==> src/rtl/uart_alu_sequencer.sv <==
// Collects operand A, operand B and opcode from the UART receiver, drives the ALU, and hands the result to the transmitter.
// Optional inter-byte timeout recovery is compiled in when UART_ALU_SEQ_TIMEOUT_EN is defined.
module uart_alu_sequencer #(
  parameter int unsigned NB_DATA       = 8,
  parameter int unsigned NB_OP         = 6,
  parameter int unsigned NB_TIMEOUT    = 12,
  parameter int unsigned TIMEOUT_TICKS = 1760
) (
  input  logic               i_clock,
  input  logic               i_reset,
  input  logic               i_tick,
  input  logic [NB_DATA-1:0] i_rx_data,
  input  logic               i_rx_done,
  input  logic               i_rx_frame_valid,
  output logic [NB_DATA-1:0] o_alu_a,
  output logic [NB_DATA-1:0] o_alu_b,
  output logic [NB_OP-1:0]   o_alu_op,
  input  logic [NB_DATA-1:0] i_alu_result,
  output logic [NB_DATA-1:0] o_tx_data,
  output logic               o_tx_start,
  input  logic               i_tx_done,
  output logic               o_busy,
  output logic               o_error
);

  typedef enum logic [2:0] {
    WAIT_A,
    WAIT_B,
    WAIT_OP,
    EXEC,
    WAIT_TX
  } state_t;

  state_t             state_q, state_d;
  logic [NB_DATA-1:0] alu_a_q, alu_a_d;
  logic [NB_DATA-1:0] alu_b_q, alu_b_d;
  logic [NB_OP-1:0]   alu_op_q, alu_op_d;
  logic [NB_DATA-1:0] tx_data_q, tx_data_d;
  logic               tx_start_q, tx_start_d;
  logic               busy_q, busy_d;
  logic               error_q, error_d;
  logic               timeout;

`ifdef UART_ALU_SEQ_TIMEOUT_EN
  logic [NB_TIMEOUT-1:0] cnt_q, cnt_d;

  // A byte in the same cycle as the final tick takes precedence over the timeout.
  always_comb begin
    cnt_d   = cnt_q;
    timeout = 1'b0;
    if (((state_q != WAIT_B) && (state_q != WAIT_OP)) || i_rx_done) begin
      cnt_d = '0;
    end else if (i_tick) begin
      if (cnt_q == NB_TIMEOUT'(TIMEOUT_TICKS - 1)) begin
        timeout = 1'b1;
        cnt_d   = '0;
      end else if (cnt_q != '1) begin
        cnt_d = cnt_q + 1'b1;
      end
    end
  end

  always_ff @(posedge i_clock or negedge i_reset) begin
    if (!i_reset) begin
      cnt_q <= '0;
    end else begin
      cnt_q <= cnt_d;
    end
  end
`else
  logic unused_tick;
  assign unused_tick = i_tick;
  assign timeout     = 1'b0;
`endif

  always_comb begin
    state_d    = state_q;
    alu_a_d    = alu_a_q;
    alu_b_d    = alu_b_q;
    alu_op_d   = alu_op_q;
    tx_data_d  = tx_data_q;
    tx_start_d = 1'b0;
    error_d    = 1'b0;
    case (state_q)
      WAIT_A, WAIT_B, WAIT_OP: begin
        if (i_rx_done) begin
          if (!i_rx_frame_valid) begin
            error_d = 1'b1;
            state_d = WAIT_A;
          end else if (state_q == WAIT_A) begin
            alu_a_d = i_rx_data;
            state_d = WAIT_B;
          end else if (state_q == WAIT_B) begin
            alu_b_d = i_rx_data;
            state_d = WAIT_OP;
          end else begin
            alu_op_d = i_rx_data[NB_OP-1:0];
            state_d  = EXEC;
          end
        end else if (timeout) begin
          error_d = 1'b1;
          state_d = WAIT_A;
        end
      end
      EXEC: begin
        tx_data_d  = i_alu_result;
        tx_start_d = 1'b1;
        error_d    = i_rx_done;
        state_d    = WAIT_TX;
      end
      WAIT_TX: begin
        error_d = i_rx_done;
        // A done pulse coinciding with our own start pulse belongs to an older frame.
        if (i_tx_done && !tx_start_q) begin
          state_d = WAIT_A;
        end
      end
      default: state_d = WAIT_A;
    endcase
    busy_d = (state_d == EXEC) || (state_d == WAIT_TX);
  end

  always_ff @(posedge i_clock or negedge i_reset) begin
    if (!i_reset) begin
      state_q    <= WAIT_A;
      alu_a_q    <= '0;
      alu_b_q    <= '0;
      alu_op_q   <= '0;
      tx_data_q  <= '0;
      tx_start_q <= 1'b0;
      busy_q     <= 1'b0;
      error_q    <= 1'b0;
    end else begin
      state_q    <= state_d;
      alu_a_q    <= alu_a_d;
      alu_b_q    <= alu_b_d;
      alu_op_q   <= alu_op_d;
      tx_data_q  <= tx_data_d;
      tx_start_q <= tx_start_d;
      busy_q     <= busy_d;
      error_q    <= error_d;
    end
  end

  assign o_alu_a    = alu_a_q;
  assign o_alu_b    = alu_b_q;
  assign o_alu_op   = alu_op_q;
  assign o_tx_data  = tx_data_q;
  assign o_tx_start = tx_start_q;
  assign o_busy     = busy_q;
  assign o_error    = error_q;

endmodule

==> config.mk <==
export PLATFORM = sky130hd
export DESIGN_NAME = uart_alu_sequencer
export DESIGN_NICKNAME = d
export VERILOG_FILES = /design/src/rtl/uart_alu_sequencer.sv
export SDC_FILE = /design/constraint.sdc
export NUM_CORES = 1
export LEC_CHECK = 0
export BUFFER_PORTS_ARGS = -buffer_cell sky130_fd_sc_hd__buf_2
export CAP_MARGIN = 20
export CORE_MARGIN = 4
export CORE_UTILIZATION = 47
export DETAILED_ROUTE_END_ITERATION = 8
export PLACE_DENSITY = 0.77
export REMOVE_ABC_BUFFERS = 1
export SLEW_MARGIN = 20
export SYNTH_ARGS = -nofsm -noshare
export SYNTH_HDL_FRONTEND = slang
export SYNTH_SLANG_ARGS = --single-unit
==> constraint.sdc <==
create_clock -name i_clock -period 1.87 [get_ports i_clock]
set_clock_uncertainty 0.1 [all_clocks]
set_input_delay 0.374 -clock i_clock [delete_from_list [all_inputs] [get_ports i_clock]]
set_output_delay 0.374 -clock i_clock [all_outputs]
set_load 0.02 [all_outputs]
==> results_dict.tcl <==
set metrics [dict create \
    drcViolationCount 0 \
    critPathKind "flip-flop to flip-flop" \
    die_x_um 63.3 \
    critPathLaunchType "flip-flop" \
    worstPathMaxFanout 8 \
    vias 966 \
    top_level_ports 55 \
    grt_pass1_wl_um 5210 \
    die_y_um 63.3 \
    grt_util_all_layers_pct 17.1 \
    portBuffers 53 \
    hold_slack_ns 0.160 \
    cts_buffer_depth 2 \
    synthCells 90 \
    yosysSeqAreaShare_pct 62.7 \
    yosys.area_share.simple_pct 7.31 \
    cts.htree.levels 2 \
    vias_per_cell 5.11 \
    core_area_mm2 0.00283 \
    cts_setup_buffers 0 \
    fmax_mhz 594 \
    cp-end-kind "flip-flop" \
    clk_latency_ns 0.33 \
    cap_violations 0 \
    rr_worst_depth 3 \
    syn_to_final_growth_pct 29.3 \
    antenna_found_initial 0 \
    synthAdderAreaFrac_pct 0 \
    dr.pass1.iters 4 \
    swShare_pct 37.5 \
    routed_wl_um 2960 \
    cts-hold-fix-buffers 1 \
    worstMarginPinSlew_ns 0.446 \
    ant_nets 0 \
    setup_slack_ns 0.185 \
    hold_viol 0 \
    synth.area.mux_share_pct 25.6 \
    min_path_cells 2 \
    ys_types 21 \
    wl_per_cell_um 15.7 \
    nNetsFinal 179 \
    syn-cell-area_mm2 0.00144 \
    start_util_pct 50.8 \
    initialDrtViolationCount 32 \
    grt_setup_unrepaired "no" \
    synth_compound_area_share_pct 2.70 \
    root_buffer "clkbuf_4" \
    ys_warn_count 0 \
    grt_pass1_vias 1102 \
    status "finished, final reports clean" \
    max-vdd-ir-drop_v 0.000778 \
    wl_met1_um 1130 \
    p_int_w 0.00184 \
    hold_class "input pin to flip-flop" \
    yosys_register_bits 36 \
    wl_met2_um 1600 \
    fin_crit_ns 1.68 \
    powerDensity_mw_per_mm2 1580 \
    synth_xor_xnor_area_share_pct 0 \
    required_ns 1.99 \
    postSynthAreaPerCell_um2 16.0 \
    combPwrFrac_pct 42.7 \
    cts_inserted_buffers 5 \
    path_clk_slew_ns 0.11 \
    power_frac_seq_pct 42.9 \
    cp.arrival_ns 1.81 \
    cts_tree "built" \
    finalPower_w 0.00295 \
    wl_met3_um 160 \
    core.rowCount 19 \
    setup_tns_ns 0 \
    highest_layer "met4" \
    grt_max_degree 37 \
    dp_hpwl_um 2240 \
    finalCritPeriodShare_pct 90.1 \
    power_frac_clock_pct 14.4 \
    layout-drive-gt1-share_pct 65.8 \
    power_leakage_nw 0.977 \
    synth_top_family_by_area "multiplexers" \
    switchingPower_w 0.00110 \
    cts_resized 0 \
    r2r_slack_ns 0.19 \
    die_area_mm2 0.00401 \
    place.gp.congestion 0.680 \
    antenna_cells 0 \
    setup_viol 0 \
    grt-ovfl-total 0 \
    cts_sinks 36 \
    pre_cts_slack_ns 0.154 \
    relSlewSlack_pct 70.2 \
    drv_slew 0 \
]
layer usage:
metal	GRT usage (%)	vias up
met5	0	-
met4	7.82	0
met3	6.93	9
met2	28.3	24
met1	19.3	486
li1	-	447
worst paths after layout:
kind / start / to
setup reg to reg: state_q[1] / o_alu_a[0]
hold reg to reg: o_alu_b[0] / o_alu_b[0]
setup / recovery: state_q[1] / o_alu_a[0]
hold / removal: i_alu_result[7] / o_tx_data[7]
max in group asynchronous: i_reset / o_alu_op[1]
min in group asynchronous: i_reset / state_q[2]
worst max-delay path, stage by stage, from the launching register on:
cell and delay (ns):
dfrtp_1 0.44, or4_1 0.52, buf_4 0.21, mux2_4 0.31
cell usage in the layout, fill, tap and decap left out, types with 2 or more instances in the layout:
master	count
buf_2	53
buf_4	9
clkbuf_4	5
clkinv_2	2
dfrtp_1	36
mux2_2	22
mux2_4	8
nand2_1	3
nand2b_1	3
nor2_1	2
synthesized netlist by cell type:
master	n	area share [%]
dfrtp_1	36	63
mux2_2	22	17
mux2_4	8	8.4
nand2_1	3	0.78
nand2b_1	3	1.3
buf_2	2	0.70
nor2_1	2	0.52
a211o_1	1	0.61
a21oi_1	1	0.35
a2bb2oi_1	1	0.61
buf_6	1	0.78
inv_1	1	0.26
nand2_2	1	0.44
nor2b_1	1	0.44
nor3_2	1	0.70
nor3b_1	1	0.52
nor4b_4	1	1.7
o21a_1	1	0.52
o22a_1	1	0.61
or2_2	1	0.44
or4_1	1	0.52
per-stage QoR:
stage          cell area [µm²]  cells  utilization, %
3_5_place_dp              1790    180            63.2
4_1_cts                   1860    189            65.7
5_1_grt                   1860    189            65.7
6_report                  1860    189            65.7
2_1_floorplan             1420     87               -
3_3_place_gp              1790    180            63.2
power by group through the flow:
stage / sequential, W / combinational [W] / clock, W
floorplan: 0.00169 / 0.000389 / 0
global placement: 0.00126 / 0.00124 / 0
detailed placement: 0.00128 / 0.00128 / 0
CTS: 0.00127 / 0.00128 / 0.000447
global route: 0.00132 / 0.00134 / 0.000488
finish: 0.00126 / 0.00126 / 0.000425
state kept, by name, indices dropped and copies added (netlist names):
signal / count
o_alu_a: 8
o_tx_start: 1
o_tx_data: 8
o_busy: 1
o_alu_b: 8
o_error: 1
state_q: 3
o_alu_op: 6
final cells by class:
class	instances	area (µm²)
flip-flops and latches	36	901
inverters	1	3.75
clock buffers	6	51.3
clock inverters	2	10.0
fillers	229	970
repair buffers	63	343
well taps	31	38.8
multi-input cells	50	512
cell families (layout without fill, tap and decap cells):
family                 Yosys count  after routing
DFF                             36             36
muxes                           30             30
and+or+nand+nor                 15             15
AOI/OAI and AO/OA                5              5
buffers and inverters            4             72
No activity file was read; power rests on OpenSTA's default activity.
